File: src/rtl/uart_pkg.sv
`default_nettype none
// ============================================================================
// Module      : uart_pkg
// Description : Shared UART definitions: frame geometry and FSM state encoding,
//               used by both the transmit and receive paths.
// Revision    : 1.0 - initial release
// ============================================================================
package uart_pkg;

    localparam int FRAME_BITS = 10;
    localparam int DATA_BITS  = 8;

    typedef enum logic [1:0] {
        IDLE  = 2'd0,
        START = 2'd1,
        DATA  = 2'd2,
        STOP  = 2'd3
    } uart_state_t;

endpackage
`default_nettype wire

File: src/rtl/uart_baud_gen.sv
`default_nettype none
// ============================================================================
// Module      : uart_baud_gen
// Description : Baud divider. Counts 0..CLKS_PER_BIT-1 and flags the wrap
//               cycle with a one-cycle tick (a bit boundary). A clear restarts
//               the count so a new frame begins on a full bit time.
// Revision    : 1.0 - initial release
// ============================================================================
module uart_baud_gen #(
    parameter int CLKS_PER_BIT = 16
) (
    input  logic clk,
    input  logic rst,
    input  logic clear,
    output logic tick
);

    localparam int c_cnt_w = (CLKS_PER_BIT > 1) ? $clog2(CLKS_PER_BIT) : 1;
    localparam logic [c_cnt_w-1:0] c_last = c_cnt_w'(CLKS_PER_BIT - 1);

    logic [c_cnt_w-1:0] r_cnt;

    // Free-running bit-time counter, restarted by clear or on reaching the last count
    always_ff @(posedge clk or negedge rst) begin
        if (!rst) begin
            r_cnt <= '0;
        end else if (clear || (r_cnt == c_last)) begin
            r_cnt <= '0;
        end else begin
            r_cnt <= r_cnt + 1'b1;
        end
    end

    assign tick = (r_cnt == c_last);

endmodule
`default_nettype wire

File: src/rtl/serial_tx.sv
`default_nettype none
// ============================================================================
// Module      : serial_tx
// Description : 8051 mode-1 UART transmitter. A write to SBUF while idle sends
//               a 10-bit frame (start, 8 data LSB first, stop) on txd and sets
//               the sticky TI flag at the start of the stop bit.
//               All outputs are registered and follow the FSM by one clock.
// Revision    : 1.0 - initial release
// ============================================================================
module serial_tx #(
    parameter int CLKS_PER_BIT = 16
) (
    input  logic       clk,
    input  logic       rst,
    input  logic       sbuf_wr,
    input  logic [7:0] sbuf_din,
    input  logic       ti_clr,
    output logic       txd,
    output logic       ti,
    output logic       busy
);

    import uart_pkg::*;

    localparam int c_idx_w = $clog2(DATA_BITS);
    localparam logic [c_idx_w-1:0] c_last_idx = c_idx_w'(DATA_BITS - 1);

    uart_state_t          r_state;
    uart_state_t          w_state_next;
    logic [DATA_BITS-1:0] r_shreg;
    logic [c_idx_w-1:0]   r_bit_idx;
    logic                 w_tick;
    logic                 w_accept;
    logic                 w_enter_stop;
    logic                 w_line;
    logic                 r_txd;
    logic                 r_busy;
    logic                 r_ti;
    logic                 r_ti_set;

    // The state check closes the one-cycle window where busy still shows idle
    // although a write has just been taken.
    assign w_accept = sbuf_wr && !r_busy && (r_state == IDLE);

    uart_baud_gen #(
        .CLKS_PER_BIT(CLKS_PER_BIT)
    ) u_baud (
        .clk  (clk),
        .rst  (rst),
        .clear(w_accept),
        .tick (w_tick)
    );

    // State register
    always_ff @(posedge clk or negedge rst) begin
        if (!rst) begin
            r_state <= IDLE;
        end else begin
            r_state <= w_state_next;
        end
    end

    // Next-state, stop-entry detect and line level for the current state
    always_comb begin
        w_state_next = r_state;
        w_enter_stop = 1'b0;
        w_line       = 1'b1;
        case (r_state)
            IDLE: begin
                if (w_accept) begin
                    w_state_next = START;
                end
            end
            START: begin
                w_line = 1'b0;
                if (w_tick) begin
                    w_state_next = DATA;
                end
            end
            DATA: begin
                w_line = r_shreg[0];
                if (w_tick && (r_bit_idx == c_last_idx)) begin
                    w_state_next = STOP;
                    w_enter_stop = 1'b1;
                end
            end
            STOP: begin
                if (w_tick) begin
                    w_state_next = IDLE;
                end
            end
            default: begin
                w_state_next = IDLE;
            end
        endcase
    end

    // Shift register and bit index: load on accept, shift at each data-bit boundary
    always_ff @(posedge clk or negedge rst) begin
        if (!rst) begin
            r_shreg   <= '0;
            r_bit_idx <= '0;
        end else if (w_accept) begin
            r_shreg   <= sbuf_din;
            r_bit_idx <= '0;
        end else if ((r_state == DATA) && w_tick) begin
            r_shreg   <= {1'b0, r_shreg[DATA_BITS-1:1]};
            r_bit_idx <= r_bit_idx + 1'b1;
        end
    end

    // Registered outputs; TI set takes priority over a simultaneous clear
    always_ff @(posedge clk or negedge rst) begin
        if (!rst) begin
            r_txd    <= 1'b1;
            r_busy   <= 1'b0;
            r_ti_set <= 1'b0;
            r_ti     <= 1'b0;
        end else begin
            r_txd    <= w_line;
            r_busy   <= (r_state != IDLE);
            r_ti_set <= w_enter_stop;
            if (r_ti_set) begin
                r_ti <= 1'b1;
            end else if (ti_clr) begin
                r_ti <= 1'b0;
            end
        end
    end

    assign txd  = r_txd;
    assign busy = r_busy;
    assign ti   = r_ti;

endmodule
`default_nettype wire

File: config.mk
export PLATFORM = sky130hd
export DESIGN_NAME = serial_tx
export DESIGN_NICKNAME = d
export VERILOG_FILES = /design/src/rtl/uart_pkg.sv /design/src/rtl/uart_baud_gen.sv /design/src/rtl/serial_tx.sv
export SDC_FILE = /design/constraint.sdc
export NUM_CORES = 1
export LEC_CHECK = 0
export CORE_UTILIZATION = 55
export CTS_BUF_LIST = sky130_fd_sc_hd__clkbuf_4
export DETAILED_ROUTE_END_ITERATION = 12
export HOLD_SLACK_MARGIN = 0.02
export PLACE_DENSITY_LB_ADDON = 0.08
export SETUP_SLACK_MARGIN = 0.3
export SYNTH_ARGS = -nofsm -noshare
export SYNTH_HDL_FRONTEND = slang
export SYNTH_SLANG_ARGS = --single-unit
File: constraint.sdc
create_clock -name clk -period 3.5 [get_ports clk]
set_input_delay 0.7 -clock clk [delete_from_list [all_inputs] [get_ports clk]]
set_output_delay 0.7 -clock clk [all_outputs]
set_load 0.01 [all_outputs]
==> out/results.tsv <==
metric	value	unit
number of storage elements in the synthesis netlist	21	
Sequential Power Share	49.4	%
result of the run	completed	
stage delay of the slowest cell on the critical path	0.54	ns
logic depth of the worst setup path including buffers	1	
number of iterations in the first detailed-routing pass	4	
overall die height	45.0	um
Leakage Power	0.622	nW
number of setup buffers added after CTS	0	
Gate Count Post-Synth	93	
hold-fix buffers at CTS	0	
clock-pin slew of the registers on the worst-case setup and hold paths	0.12	ns
setup repair after global routing missed its margin	false	
setup_tns	0	ns
Reg2Reg Depth	5	
count of nets left with antenna violations after detail routing	0	
Inserted Clock Buffers	3	
Hold Slack	0.443	ns
overall overflow remaining after global route	0	
maximum clock frequency	488	MHz
capture point of the worst reg-to-reg path	r_shreg[6]	
fillers	143	
launching point of the worst reg2reg path	r_state[0]	
main flop type after synthesis	dfrtp_1	
mean instance size in the synthesized netlist	10.9	um^2
# clock sinks	21	
class of the most critical hold timing path	reg -> reg	
total via count after detailed routing	696	
Worst Path Buf+Inv	1	
headroom to the max-slew limit	38.4	%
number of unique standard cell types used by synthesis	27	
clk_lat worst skew	0.30	ns
switching part of the total power	34.7	%
CTS tree	built	
hold path cells	1	
share of synthesized area occupied by flip-flops and latches	51.9	%
standard cell with the maximum stage delay on the critical path	dfstp_2	
placeable core area	1730	um^2
cells along the critical path	clkdlybuf4s50_1	
combinational cell fraction of total power	37.1	%
HPWL after detailed placement	1220	um
Die ar.	2020	um^2
type of element capturing the critical path	primary output	
total nets after synthesis	113	
Worst IR Drop VDD	0.401	mV
arrival time at the worst endpoint	1.35	ns
die outline width	45.0	um
vias per cell	5.23	
share of the cycle needed by the critical path after routing	58.6	%
Setup Viol. Count Final	0	
Slew @ Worst Pin	0.921	ns
overall global routing resource usage	18.5	%
number of antenna violations at the first check in global routing	0	
Initial Utilization	58.8	%
Crit path max-delay family	flip-flops	
Crit Path Class	reg -> out	
number of ports placed on the die boundary	15	
net switching component of the power	292	uW
maximum number of pins on one net before global-route repair	22	
clk buf depth	2	
Hold Path Origin	r_ti_set	
DR iter-0 viols	7	
Max Clock Skew	0.00407	ns
standard-cell row count	15	
post-synth design cell area	1010	um^2
final slew viol count	0	
power density over the cells	700	nW/um^2
count of buffers from port buffering	14	
startpoint kind of the worst setup timing path	flip-flop	
final weighted congestion in routability-driven placement	0.773	
H-tree depth	1	
layout-stage area growth over the synthesis result	18.4	%
register-to-register path setup slack	1.51	ns
# DRC	0	
number of cells upsized or downsized after cts	0	
crit-path max FO	1	
first-pass GRT wire length	2680	um
number of global-route vias before repair	655	
final hold violation count	0	
final layout net count	129	
proportion of synthesized flip-flops having asynchronous set or reset	100	%
part of the total power dissipated in the clock network	13.5	%
drt total wl	1650	um
minimum clock period	2.05	ns
warning count from the yosys run	0	
number of diodes	0	
fraction of layout instances using a drive strength above 1	6.48	%
endpoint of the worst hold path	ti	
number of enable-type register cells in the synthesized netlist	0	
internal power	549	uW
required time of the worst setup path	2.80	ns
average wire length per cell after detail routing	12.4	um
clock root buffer master	clkbuf_4	
count of maximum capacitance violations	0	
placed cells by master, fill, tap and decap left out:
cell type / instances
mux2i_1: 10
nand4b_1: 1
a22oi_1: 1
clkinv_2: 1
nand4_1: 2
a222oi_1: 1
a21oi_1: 2
mux2_1: 1
clkdlybuf4s50_1: 14
dfstp_2: 1
xor2_1: 1
and3b_1: 1
nand2b_1: 1
nand3_2: 1
xnor2_1: 1
nand3b_1: 1
o21ai_0: 8
nand2_1: 10
ha_1: 8
or2_1: 1
nor2_1: 7
a21o_1: 1
and3_2: 1
clkbuf_4: 3
a2bb2oi_1: 1
nand3_1: 1
dfrtp_1: 20
inv_1: 7
registers in the layout (all words and copies together), names as in the netlist:
name,count
r_ti_set,1
u_baud.r_cnt,4
ti,1
r_bit_idx,3
r_shreg,8
txd,1
r_state,2
busy,1
area by class of cell:
cell class              instances  area, um^2  share of cell area [%]
flip-flops and latches         21         527                    43.9
multi-input cells              62         449                    37.4
well taps                      25        31.3                    2.60
inverters                       7        26.3                    2.19
clock buffers                   3        22.5                    1.88
repair buffers                 14         140                    11.7
clock inverters                 1        5.00                   0.417
cells in the mapped netlist (2+ instances only):
cell | count | area, um^2
a21oi_1 | 2 | 10.0
clkbuf_1 | 2 | 7.51
dfrtp_1 | 20 | 500
ha_1 | 8 | 100
inv_1 | 7 | 26.3
mux2i_1 | 10 | 100
nand2_1 | 10 | 37.5
nand4_1 | 2 | 12.5
nor2_1 | 7 | 26.3
o21ai_0 | 8 | 40.0
stage by stage:
stage,instances,cell area [um^2],util [%],setup slack [ns],power [mW]
final,133,1200,69.6,1.45,0.841
after CTS,133,1200,69.6,1.44,0.851
after detailed placement,129,1170,68.0,1.29,0.738
after global placement,129,1170,68.0,1.35,0.717
after global routing,133,1200,69.6,1.31,0.911
after floorplan,93,1010,-,1.84,0.638
power by group through the flow:
stage | Combinational [mW] | Clock [mW] | Sequential, mW
after floorplan | 0.231 | 0 | 0.407
after global placement | 0.301 | 0 | 0.415
after detailed placement | 0.316 | 0 | 0.422
after CTS | 0.318 | 0.117 | 0.416
after global routing | 0.358 | 0.127 | 0.426
final | 0.312 | 0.114 | 0.416
worst max path at each step:
stage,from,end,slack (ns)
after global routing,r_state[0],r_shreg[5],1.31
final,txd,txd,1.45
after detailed placement,sbuf_wr,r_state[1],1.29
after CTS,txd,txd,1.44
after floorplan,r_state[1],r_state[1],1.84
after global placement,sbuf_wr,r_state[1],1.35
routing by layer:
layer	track usage (%)	routed length, um
met1	21.7	764
met2	33.0	822
met3	3.60	43
met4	7.27	15
met5	0	0
cells by family after synthesis:
group,synth area share [%]
compound gates,8.26
xor+xnor,1.73
fa+ha+maj,9.86
buf+inv,3.82
flops,51.9
mux,11.0
simple gates,13.4
Note: power is estimated with default switching activity, not from simulation.
